**config.mk**
```make
export PLATFORM = sky130hd
export DESIGN_NAME = multicycle_control_unit_flat
export DESIGN_NICKNAME = d
export VERILOG_FILES = /design/src/rtl/multicycle_control_unit_if.sv /design/src/rtl/multicycle_control_unit.sv /design/src/flat_wrapper.sv
export SDC_FILE = /design/constraint.sdc
export NUM_CORES = 1
export LEC_CHECK = 0
export ABC_AREA = 1
export CAP_MARGIN = 10
export CORE_ASPECT_RATIO = 1.1
export CORE_MARGIN = 1
export CORE_UTILIZATION = 40
export DETAILED_ROUTE_END_ITERATION = 16
export PLACE_DENSITY = 0.78
export RECOVER_POWER = 25
export SYNTH_ARGS = -nofsm -noshare
export SYNTH_HDL_FRONTEND = slang
export SYNTH_SLANG_ARGS = --single-unit
export TNS_END_PERCENT = 1
```
**constraint.sdc**
```tcl
create_clock -name clk -period 2.45 [get_ports clk]
set_clock_uncertainty 0.2 [all_clocks]
set_input_delay 0.6125 -clock clk [delete_from_list [all_inputs] [get_ports clk]]
set_output_delay 0.6125 -clock clk [all_outputs]
set_load 0.05 [all_outputs]
```
**src/rtl/multicycle_control_unit_if.sv**
```systemverilog
// Control/status bundle between the multi-cycle controller and the RV32I datapath.
// master = controller side, slave = datapath side.
interface multicycle_control_unit_if #(
    parameter int CNT_W = 32
);
    logic [31:0]      instruction31_0;
    logic             zero;
    logic             eof;
    logic             next_instruct;
    logic             IorD;
    logic             mem_read;
    logic             mem_write;
    logic             IRwrite;
    logic             MemtoReg;
    logic             reg_write;
    logic             ALUSrcA;
    logic [1:0]       ALUSrcB;
    logic             PCSource;
    logic [5:0]       alu_cnt;
    logic [5:0]       no_instruct;
    logic [3:0]       state;
    logic             halted;
    logic             illegal;
    logic [CNT_W-1:0] retired;

    modport master (
        input  instruction31_0, zero, eof,
        output next_instruct, IorD, mem_read, mem_write, IRwrite,
        output MemtoReg, reg_write, ALUSrcA, ALUSrcB, PCSource,
        output alu_cnt, no_instruct, state, halted, illegal, retired
    );

    modport slave (
        output instruction31_0, zero, eof,
        input  next_instruct, IorD, mem_read, mem_write, IRwrite,
        input  MemtoReg, reg_write, ALUSrcA, ALUSrcB, PCSource,
        input  alu_cnt, no_instruct, state, halted, illegal, retired
    );
endinterface

```
**src/rtl/multicycle_control_unit.sv**
```systemverilog
// Sequencing FSM for the unpipelined multi-cycle RV32I datapath.
// State is registered; controls decode from state (Mealy on zero/eof).
module multicycle_control_unit #(
    parameter logic [5:0] NO_INSTRUCT = 6'd16,
    parameter int         CNT_W       = 32
) (
    input logic                          clk,
    input logic                          rst,
    multicycle_control_unit_if.master    bus
);

    typedef enum logic [3:0] {
        FETCH     = 4'd0,
        DECODE    = 4'd1,
        MEM_ADDR  = 4'd2,
        MEM_READ  = 4'd3,
        MEM_WB    = 4'd4,
        MEM_WRITE = 4'd5,
        EXEC_R    = 4'd6,
        EXEC_I    = 4'd7,
        ALU_WB    = 4'd8,
        BRANCH    = 4'd9,
        PC_INC    = 4'd10,
        HALT      = 4'd11
    } state_t;

    localparam logic [5:0] ALU_ADD  = 6'd0;
    localparam logic [5:0] ALU_SUB  = 6'd1;
    localparam logic [5:0] ALU_AND  = 6'd2;
    localparam logic [5:0] ALU_OR   = 6'd3;
    localparam logic [5:0] ALU_XOR  = 6'd4;
    localparam logic [5:0] ALU_SLL  = 6'd5;
    localparam logic [5:0] ALU_SRL  = 6'd6;
    localparam logic [5:0] ALU_SRA  = 6'd7;
    localparam logic [5:0] ALU_SLT  = 6'd8;
    localparam logic [5:0] ALU_SLTU = 6'd9;

    state_t           state_q, state_d;
    logic             illegal_q, illegal_d;
    logic [CNT_W-1:0] retired_q, retired_d;
    logic             retire;

    logic             ni_c, iord_c, mr_c, mw_c, irw_c;
    logic             m2r_c, rw_c, asa_c, pcs_c;
    logic [1:0]       asb_c;
    logic [5:0]       alu_c;

    logic [6:0] opcode;
    logic [2:0] f3;
    logic [6:0] f7;
    logic       is_r, is_i, is_ld, is_st, is_br;
    logic       r_f7_ok, taken;
    logic       unused_ir;

    assign opcode    = bus.instruction31_0[6:0];
    assign f3        = bus.instruction31_0[14:12];
    assign f7        = bus.instruction31_0[31:25];
    assign unused_ir = ^{bus.instruction31_0[24:15],
                         bus.instruction31_0[11:7]};

    assign is_r  = opcode == 7'b0110011;
    assign is_i  = opcode == 7'b0010011;
    assign is_ld = (opcode == 7'b0000011) && (f3 == 3'b010);
    assign is_st = (opcode == 7'b0100011) && (f3 == 3'b010);
    assign is_br = (opcode == 7'b1100011) &&
                   ((f3 == 3'b000) || (f3 == 3'b001));

    // Only ADD/SUB and SRL/SRA have an alternate funct7 encoding.
    assign r_f7_ok = (f7 == 7'b0000000) ||
                     ((f7 == 7'b0100000) &&
                      ((f3 == 3'b000) || (f3 == 3'b101)));

    assign taken = ((f3 == 3'b000) && bus.zero) ||
                   ((f3 == 3'b001) && !bus.zero);

    function automatic logic [5:0] alu_map(
        input logic [2:0] fn3,
        input logic       alt
    );
        logic [5:0] op;
        unique case (fn3)
            3'b000:  op = alt ? ALU_SUB : ALU_ADD;
            3'b001:  op = ALU_SLL;
            3'b010:  op = ALU_SLT;
            3'b011:  op = ALU_SLTU;
            3'b100:  op = ALU_XOR;
            3'b101:  op = alt ? ALU_SRA : ALU_SRL;
            3'b110:  op = ALU_OR;
            default: op = ALU_AND;
        endcase
        return op;
    endfunction

    always_comb begin
        state_d   = state_q;
        illegal_d = illegal_q;
        retire    = 1'b0;
        ni_c      = 1'b0;
        iord_c    = 1'b0;
        mr_c      = 1'b0;
        mw_c      = 1'b0;
        irw_c     = 1'b0;
        m2r_c     = 1'b0;
        rw_c      = 1'b0;
        asa_c     = 1'b0;
        asb_c     = 2'b00;
        pcs_c     = 1'b0;
        alu_c     = ALU_ADD;
        unique case (state_q)
            FETCH: begin
                if (bus.eof) begin
                    state_d = HALT;
                end else begin
                    mr_c    = 1'b1;
                    irw_c   = 1'b1;
                    state_d = DECODE;
                end
            end
            DECODE: begin
                asb_c = 2'b10;
                unique case (1'b1)
                    is_r:           state_d = EXEC_R;
                    is_i:           state_d = EXEC_I;
                    is_ld || is_st: state_d = MEM_ADDR;
                    is_br:          state_d = BRANCH;
                    default: begin
                        state_d   = HALT;
                        illegal_d = 1'b1;
                    end
                endcase
            end
            MEM_ADDR: begin
                asa_c   = 1'b1;
                asb_c   = 2'b10;
                state_d = is_ld ? MEM_READ : MEM_WRITE;
            end
            MEM_READ: begin
                iord_c  = 1'b1;
                mr_c    = 1'b1;
                state_d = MEM_WB;
            end
            MEM_WB: begin
                m2r_c   = 1'b1;
                rw_c    = 1'b1;
                state_d = PC_INC;
            end
            MEM_WRITE: begin
                iord_c  = 1'b1;
                mw_c    = 1'b1;
                state_d = PC_INC;
            end
            EXEC_R: begin
                asa_c = 1'b1;
                alu_c = alu_map(f3, f7[5]);
                if (r_f7_ok) begin
                    state_d = ALU_WB;
                end else begin
                    state_d   = HALT;
                    illegal_d = 1'b1;
                end
            end
            EXEC_I: begin
                asa_c   = 1'b1;
                asb_c   = 2'b10;
                alu_c   = alu_map(f3, (f3 == 3'b101) && f7[5]);
                state_d = ALU_WB;
            end
            ALU_WB: begin
                rw_c    = 1'b1;
                state_d = PC_INC;
            end
            BRANCH: begin
                asa_c = 1'b1;
                alu_c = ALU_SUB;
                if (taken) begin
                    pcs_c   = 1'b1;
                    ni_c    = 1'b1;
                    retire  = 1'b1;
                    state_d = FETCH;
                end else begin
                    state_d = PC_INC;
                end
            end
            PC_INC: begin
                asb_c   = 2'b01;
                ni_c    = 1'b1;
                retire  = 1'b1;
                state_d = FETCH;
            end
            HALT: begin
                state_d = HALT;
            end
            default: begin
                state_d   = HALT;
                illegal_d = 1'b1;
            end
        endcase
    end

    assign retired_d = retired_q + {{(CNT_W-1){1'b0}}, retire};

    always_ff @(posedge clk) begin
        if (!rst) begin
            state_q   <= FETCH;
            illegal_q <= 1'b0;
            retired_q <= '0;
        end else begin
            state_q   <= state_d;
            illegal_q <= illegal_d;
            retired_q <= retired_d;
        end
    end

    // Reset forces every control low even while state is still settling.
    assign bus.next_instruct = rst & ni_c;
    assign bus.IorD          = rst & iord_c;
    assign bus.mem_read      = rst & mr_c;
    assign bus.mem_write     = rst & mw_c;
    assign bus.IRwrite       = rst & irw_c;
    assign bus.MemtoReg      = rst & m2r_c;
    assign bus.reg_write     = rst & rw_c;
    assign bus.ALUSrcA       = rst & asa_c;
    assign bus.ALUSrcB       = rst ? asb_c : 2'b00;
    assign bus.PCSource      = rst & pcs_c;
    assign bus.alu_cnt       = rst ? alu_c : 6'd0;
    assign bus.no_instruct   = NO_INSTRUCT;
    assign bus.state         = state_q;
    assign bus.halted        = rst & (state_q == HALT);
    assign bus.illegal       = illegal_q;
    assign bus.retired       = retired_q;

endmodule

```
**src/flat_wrapper.sv**
```systemverilog
// flat-port wrapper written by rule: the top's interface ports become plain ports
module multicycle_control_unit_flat 
#(
    parameter logic [5:0] NO_INSTRUCT = 6'd16,
    parameter int         CNT_W       = 32
)
  (clk, rst, bus_instruction31_0, bus_zero, bus_eof, bus_next_instruct, bus_IorD, bus_mem_read, bus_mem_write, bus_IRwrite, bus_MemtoReg, bus_reg_write, bus_ALUSrcA, bus_ALUSrcB, bus_PCSource, bus_alu_cnt, bus_no_instruct, bus_state, bus_halted, bus_illegal, bus_retired);
  multicycle_control_unit_if #(.CNT_W(CNT_W)) bus_i ();
  input logic clk;
  input logic rst;
  input wire logic [$bits(bus_i.instruction31_0)-1:0] bus_instruction31_0;
  input wire logic [$bits(bus_i.zero)-1:0] bus_zero;
  input wire logic [$bits(bus_i.eof)-1:0] bus_eof;
  output wire logic [$bits(bus_i.next_instruct)-1:0] bus_next_instruct;
  output wire logic [$bits(bus_i.IorD)-1:0] bus_IorD;
  output wire logic [$bits(bus_i.mem_read)-1:0] bus_mem_read;
  output wire logic [$bits(bus_i.mem_write)-1:0] bus_mem_write;
  output wire logic [$bits(bus_i.IRwrite)-1:0] bus_IRwrite;
  output wire logic [$bits(bus_i.MemtoReg)-1:0] bus_MemtoReg;
  output wire logic [$bits(bus_i.reg_write)-1:0] bus_reg_write;
  output wire logic [$bits(bus_i.ALUSrcA)-1:0] bus_ALUSrcA;
  output wire logic [$bits(bus_i.ALUSrcB)-1:0] bus_ALUSrcB;
  output wire logic [$bits(bus_i.PCSource)-1:0] bus_PCSource;
  output wire logic [$bits(bus_i.alu_cnt)-1:0] bus_alu_cnt;
  output wire logic [$bits(bus_i.no_instruct)-1:0] bus_no_instruct;
  output wire logic [$bits(bus_i.state)-1:0] bus_state;
  output wire logic [$bits(bus_i.halted)-1:0] bus_halted;
  output wire logic [$bits(bus_i.illegal)-1:0] bus_illegal;
  output wire logic [$bits(bus_i.retired)-1:0] bus_retired;
  assign bus_i.instruction31_0 = bus_instruction31_0;
  assign bus_i.zero = bus_zero;
  assign bus_i.eof = bus_eof;
  assign bus_next_instruct = bus_i.next_instruct;
  assign bus_IorD = bus_i.IorD;
  assign bus_mem_read = bus_i.mem_read;
  assign bus_mem_write = bus_i.mem_write;
  assign bus_IRwrite = bus_i.IRwrite;
  assign bus_MemtoReg = bus_i.MemtoReg;
  assign bus_reg_write = bus_i.reg_write;
  assign bus_ALUSrcA = bus_i.ALUSrcA;
  assign bus_ALUSrcB = bus_i.ALUSrcB;
  assign bus_PCSource = bus_i.PCSource;
  assign bus_alu_cnt = bus_i.alu_cnt;
  assign bus_no_instruct = bus_i.no_instruct;
  assign bus_state = bus_i.state;
  assign bus_halted = bus_i.halted;
  assign bus_illegal = bus_i.illegal;
  assign bus_retired = bus_i.retired;
  multicycle_control_unit #(.NO_INSTRUCT(NO_INSTRUCT), .CNT_W(CNT_W)) u_core (.clk(clk), .rst(rst), .bus(bus_i));
endmodule
```
## Yosys cells after proc, flatten, opt, wreduce, memory -nomap -nowiden

Cells that the tools add are included.

| word-level totals | value |
|---|---|
| flip-flop bits (word level) | 37 |
| input bits | 36 |
| logic and storage cells | 94 |

| operators by class | value |
|---|---|
| $add $sub $neg | 1 |
| equality and inequality tests | 25 |
| multiplexer cells | 30 |
| bitwise operators | 11 |
| reduce and logical (&&, ||, !) cells | 24 |

Operators with widths:

| kind | count |
|---|---|
| $pmux W6 S7 | 2 |
| $pmux W4 S9 | 1 |
| $add A32 B1 Y32 | 1 |
| $eq A7 B6 Y1 const B | 3 |
| $pmux W6 S3 | 1 |
| $eq A4 B3 Y1 const B | 4 |
| $eq A4 B4 Y1 const B | 4 |
| $pmux W4 S4 | 1 |
| $mux W1 | 15 |
| $and A1 B1 Y1 | 10 |
| $reduce_or A10 Y1 | 1 |
| $eq A3 B3 Y1 const B | 3 |
| $eq A4 B2 Y1 const B | 2 |
| $mux W4 | 2 |
| $reduce_or A4 Y1 | 2 |
| $eq A7 B2 Y1 const B | 1 |
| $eq A7 B5 Y1 const B | 1 |
| $eq A7 B7 Y1 const B | 1 |
| $logic_and A1 B1 Y1 | 7 |
| $logic_not A7 Y1 | 1 |
| $eq A3 B2 Y1 const B | 2 |
| $mux W6 | 1 |
| $reduce_or A3 Y1 | 2 |
| $logic_or A1 B1 Y1 | 5 |
| 14 further kinds | 18 |

## Longest topological paths before layout

| depth | value |
|---|---|
| depth in word-level cells | 6 |
| gate-level depth with buffers | 16 |

## Worst setup path after synthesis

OpenSTA, ideal clock, no wires.

| timing path | value |
|---|---|
| path type | reg2out |
| start point | register u_core.state_q[2] (netlist: u_core.bus.state[2]) |
| end point | output bus_alu_cnt[1] |
| arrival time | 3.472 ns |
| path slack | -1.834 ns |
| cell stages (with the launch flop) | 5 |
| buffers on the path | 0 |
| cells stage by stage | dfxtp_1 -> nand2_1 -> inv_1 -> nand2_1 -> a2111oi_0 |

| on the way | value |
|---|---|
| word-level cells in the longest chain between the ends | 3 |
| elaborated cells on any way between the ends | 5 |

RTL lines:

| element | line | source |
|---|---|---|
| from (decl) | multicycle_control_unit.sv:38 | `state_t state_q, state_d;` |
| from (signal assigned) | multicycle_control_unit.sv:208 | `state_q <= state_d;` |
| $eq A4 B4 Y1 / $eq A4 B3 Y1 (equally long branches) | multicycle_control_unit.sv:109 | `unique case (state_q)` |
| $pmux W6 S3 (*) | multicycle_control_unit.sv:109 |  |
| $mux W6 (*) | multicycle_control_unit.sv:225 | `assign bus.alu_cnt = rst ? alu_c : 6'd0;` |
| to (decl) | flat_wrapper.sv:24 | `output wire logic [$bits(bus_i.alu_cnt)-1:0] bus_alu_cnt;` |

Mark *: on every way between the ends. The rest lies on a longest branch, timed or not.

## Worst setup path in the final report

| timing path | value |
|---|---|
| start point | input bus_eof |
| end point | output bus_mem_read |

| on the way | value |
|---|---|
| word-level cells in the longest chain between the ends | 3 |

RTL lines:

| element | line | source |
|---|---|---|
| from (decl) | flat_wrapper.sv:13 | `input wire logic [$bits(bus_i.eof)-1:0] bus_eof;` |
| $mux W1 | multicycle_control_unit.sv:111 | `if (bus.eof) begin` |
| $pmux W1 S2 | multicycle_control_unit.sv:109 |  |
| $and A1 B1 Y1 | multicycle_control_unit.sv:217 | `assign bus.mem_read = rst & mr_c;` |
| to (decl) | flat_wrapper.sv:16 | `output wire logic [$bits(bus_i.mem_read)-1:0] bus_mem_read;` |

No other way between the ends.

==> out/qor.csv <==
metric,value,unit
Synth Flop Type,dfxtp_1,
measured slew at the worst slew-check pin,613,ps
Final min period,2460,ps
Max clock buf depth,2,
first-pass GRT wire length,12400,um
Post-Place Cell Area,3650,um^2
worst path required time,1640,ps
CP endpoint kind,output pin,
Async SR Flop Fraction,0,%
DRT iter0 DRCs,153,
register area share after synthesis,30.2,%
Synth top area share,30.2,%
Syn Inst Count,405,
Switch Pwr,0.930,mW
Routed Antenna Nets,0,
delay of the slowest cell on the worst path,420,ps
Hold Crit Class,register to register,
synth cell count leaders,"nand2_1, nor2_1, inv_1",
drt via density,5.03,
worst skew pair latency,290,ps
Boundary Pins,97,
Total GRT Usage,24.1,%
"Reg clk slew, reported paths",70,ps
Final Power,2.18,mW
fin worst setup slack,-9.26,ps
gr ovfl total,0,
Root Driver,clkbuf_8,
Seq cells post-synth,37,
Crit path max-delay family,buffers and inverters,
largest cells by area after synthesis,"dfxtp_1, nand2_1, nor2_1",
area of the die,6440,um^2
"Hold-fix buffers, CTS",0,
Slew headroom,59.3,%
largest net degree at the start of global routing,15,
max_cap viols,0,
WS Path Type,input pin to output pin,
Finished Cell Area,3900,um^2
worst path bufs/invs,2,
# fillers,487,
clock sinks,37,
outcome,"complete, but fails checks",
Slew Limit Fails,0,
Die Span X,76.6,um
share of cells above drive strength 1,22.5,%
H-tree Lvls,2,
Comb pwr share,48.4,%
core area,5840,um^2
Post-synth EDFFs,0,
maximum clock rate,0.407,GHz
P per Cell Area,558,nW/um^2
Worst Hold Depth,2,
post-DR wirelength/cell,13.0,um
Post-Route WL,7710,um
worst-path fanout max,2,
crit-path cells,"clkdlybuf4s50_1, nand3b_1, a21oi_2, buf_12",
CTS tree,yes,
Pre-antenna DRT Iters,4,
Tcrit/Tclk final,100,%
Yosys cell types,33,
vias post-DR,2985,
Area Growth Syn to Fin,59.3,%
initial antenna violation count,0,
nets@finish,554,
RSZ-0062 raised after global routing,yes,
routability-driven placement congestion ratio,0.970,
vias in the first global route,2836,
Net Sw Frac,42.7,%
setup TNS,-9.26,ps
leading area contributor after synthesis,dfxtp_1,
Arrival @ worst endpoint,1650,ps
Final Hold Vio Count,0,
Clk pwr share,19.8,%
critical path's slowest cell,clkdlybuf4s50_1,
yosys synthesis warning count,0,
most frequent cell after synthesis,nand2_1,
sequential fraction of design power,31.8,%
drt drc,0,
worst-case reg-to-reg path depth,12,
cell row count,29,
startpoint types,input pin,
Pleak,1.56,nW
Num CTS Buffers,5,
worst IR drop on VDD,395,uV
fin cells,593,
post-synth design cell area,2450,um^2
Antenna diodes,0,
Initial Util,41.9,%
syn avg cell area,6.05,um^2
Worst path depth,4,
final setup fails,1,
Final HPWL DP,5800,um
Inst Count DP,583,
die height,84.1,um
Port Buffer Count,73,
Internal,1.25,mW
failing checks,negative setup slack,
## cells in the final DEF (no fill, tap or decap), drive strengths merged
cell and n:
nand2 112, nor2 72, inv 53, buf 52
clkdlybuf4s50 46, dfxtp 37, a21oi 30, nand3 30
clkbuf 15, nor3 12, o21ai 11, nand4 8
conb 8, nand3b 6, nor4 3, xor2 3
o21a 3, dlygate4sd2 3, xnor2 2, ha 2
a2111oi 1, a31oi 1, o31ai 1, or2 1
clkinv 1, or3 1, bufbuf 1, dlygate4sd3 1
## layout make-up
| cell class | instances | area [um^2] | area share (%) |
|---|---|---|---|
| Clock buffer | 7 | 86.3 | 2.21 |
| Inverter | 54 | 205 | 5.26 |
| Multi-Input combinational cell | 307 | 1640 | 42.1 |
| Sequential cell | 37 | 748 | 19.2 |
| Tap cell | 77 | 96.3 | 2.47 |
| Timing Repair Buffer | 111 | 1120 | 28.8 |
## worst paths after layout
path / start / slack [ps] / endpoint
min reg2reg: u_core.bus.illegal$_SDFFE_PN0P_ / 250 / u_core.bus.illegal$_SDFFE_PN0P_
max reg2reg: u_core.bus.state[0]$_SDFF_PN0_ / 110 / u_core.bus.retired[16]$_SDFF_PN0_
max: bus_eof / -9 / bus_mem_read
min: u_core.bus.illegal$_SDFFE_PN0P_ / 250 / u_core.bus.illegal$_SDFFE_PN0P_
## metal layers
metal  global-route usage, %  vias up  share of wire [%]
met5                       0        -                  0
met4                    10.8        0                1.8
met3                    5.90       13                6.0
met2                    43.4      106                 53
met1                    26.5     1366                 39
li1                        -     1500                  -
## logic make-up after synthesis
| logic type | Yosys count | share of synthesized area (%) |
|---|---|---|
| buffers and inverters | 67 | 11.5 |
| XOR/XNOR | 5 | 1.79 |
| adder cells (fa/ha/maj) | 2 | 1.02 |
| AO/OA/AOI/OAI | 47 | 10.2 |
| other | 2 | 0.307 |
| AND/OR/NAND/NOR | 245 | 44.9 |
| flip-flops | 37 | 30.2 |
## worst min-delay path: stages, from the launching register on
cell and delay, ps:
dfxtp_1 310, inv_1 50, a21oi_1 50
## what timing repair did
| item | CTS | global route |
|---|---|---|
| buffers inserted | 0 | 2 |
| gates cloned | 1 | 0 |
| pin swaps | 4 | 7 |
| setup endpoints to repair | 37 | 24 |
| gates resized for setup | 39 | 28 |
## sequential cells by signal, indices dropped and copies added, names as in the netlist
signal / flops
u_core.bus.illegal: 1
u_core.bus.retired: 32
u_core.bus.state: 4
## stage by stage
stage	hold WS [ps]	utilization, %	worst slack, ps
4_1_cts	252	65.6	-61.0
3_5_place_dp	242	62.6	-545
3_3_place_gp	236	62.6	-490
5_1_grt	276	66.8	-64.5
6_report	251	66.8	-9.26
2_1_floorplan	467	-	-262
## power by group through the flow
stage                     registers [mW]  logic, mW  clock network, mW
after floorplan                    0.825      0.465                  0
after global placement             0.686      0.955                  0
after detailed placement           0.688      0.967                  0
after CTS                          0.681       1.02              0.444
after global routing               0.702       1.14              0.472
final                              0.694       1.05              0.431
Power figures use the tool's default switching activity.
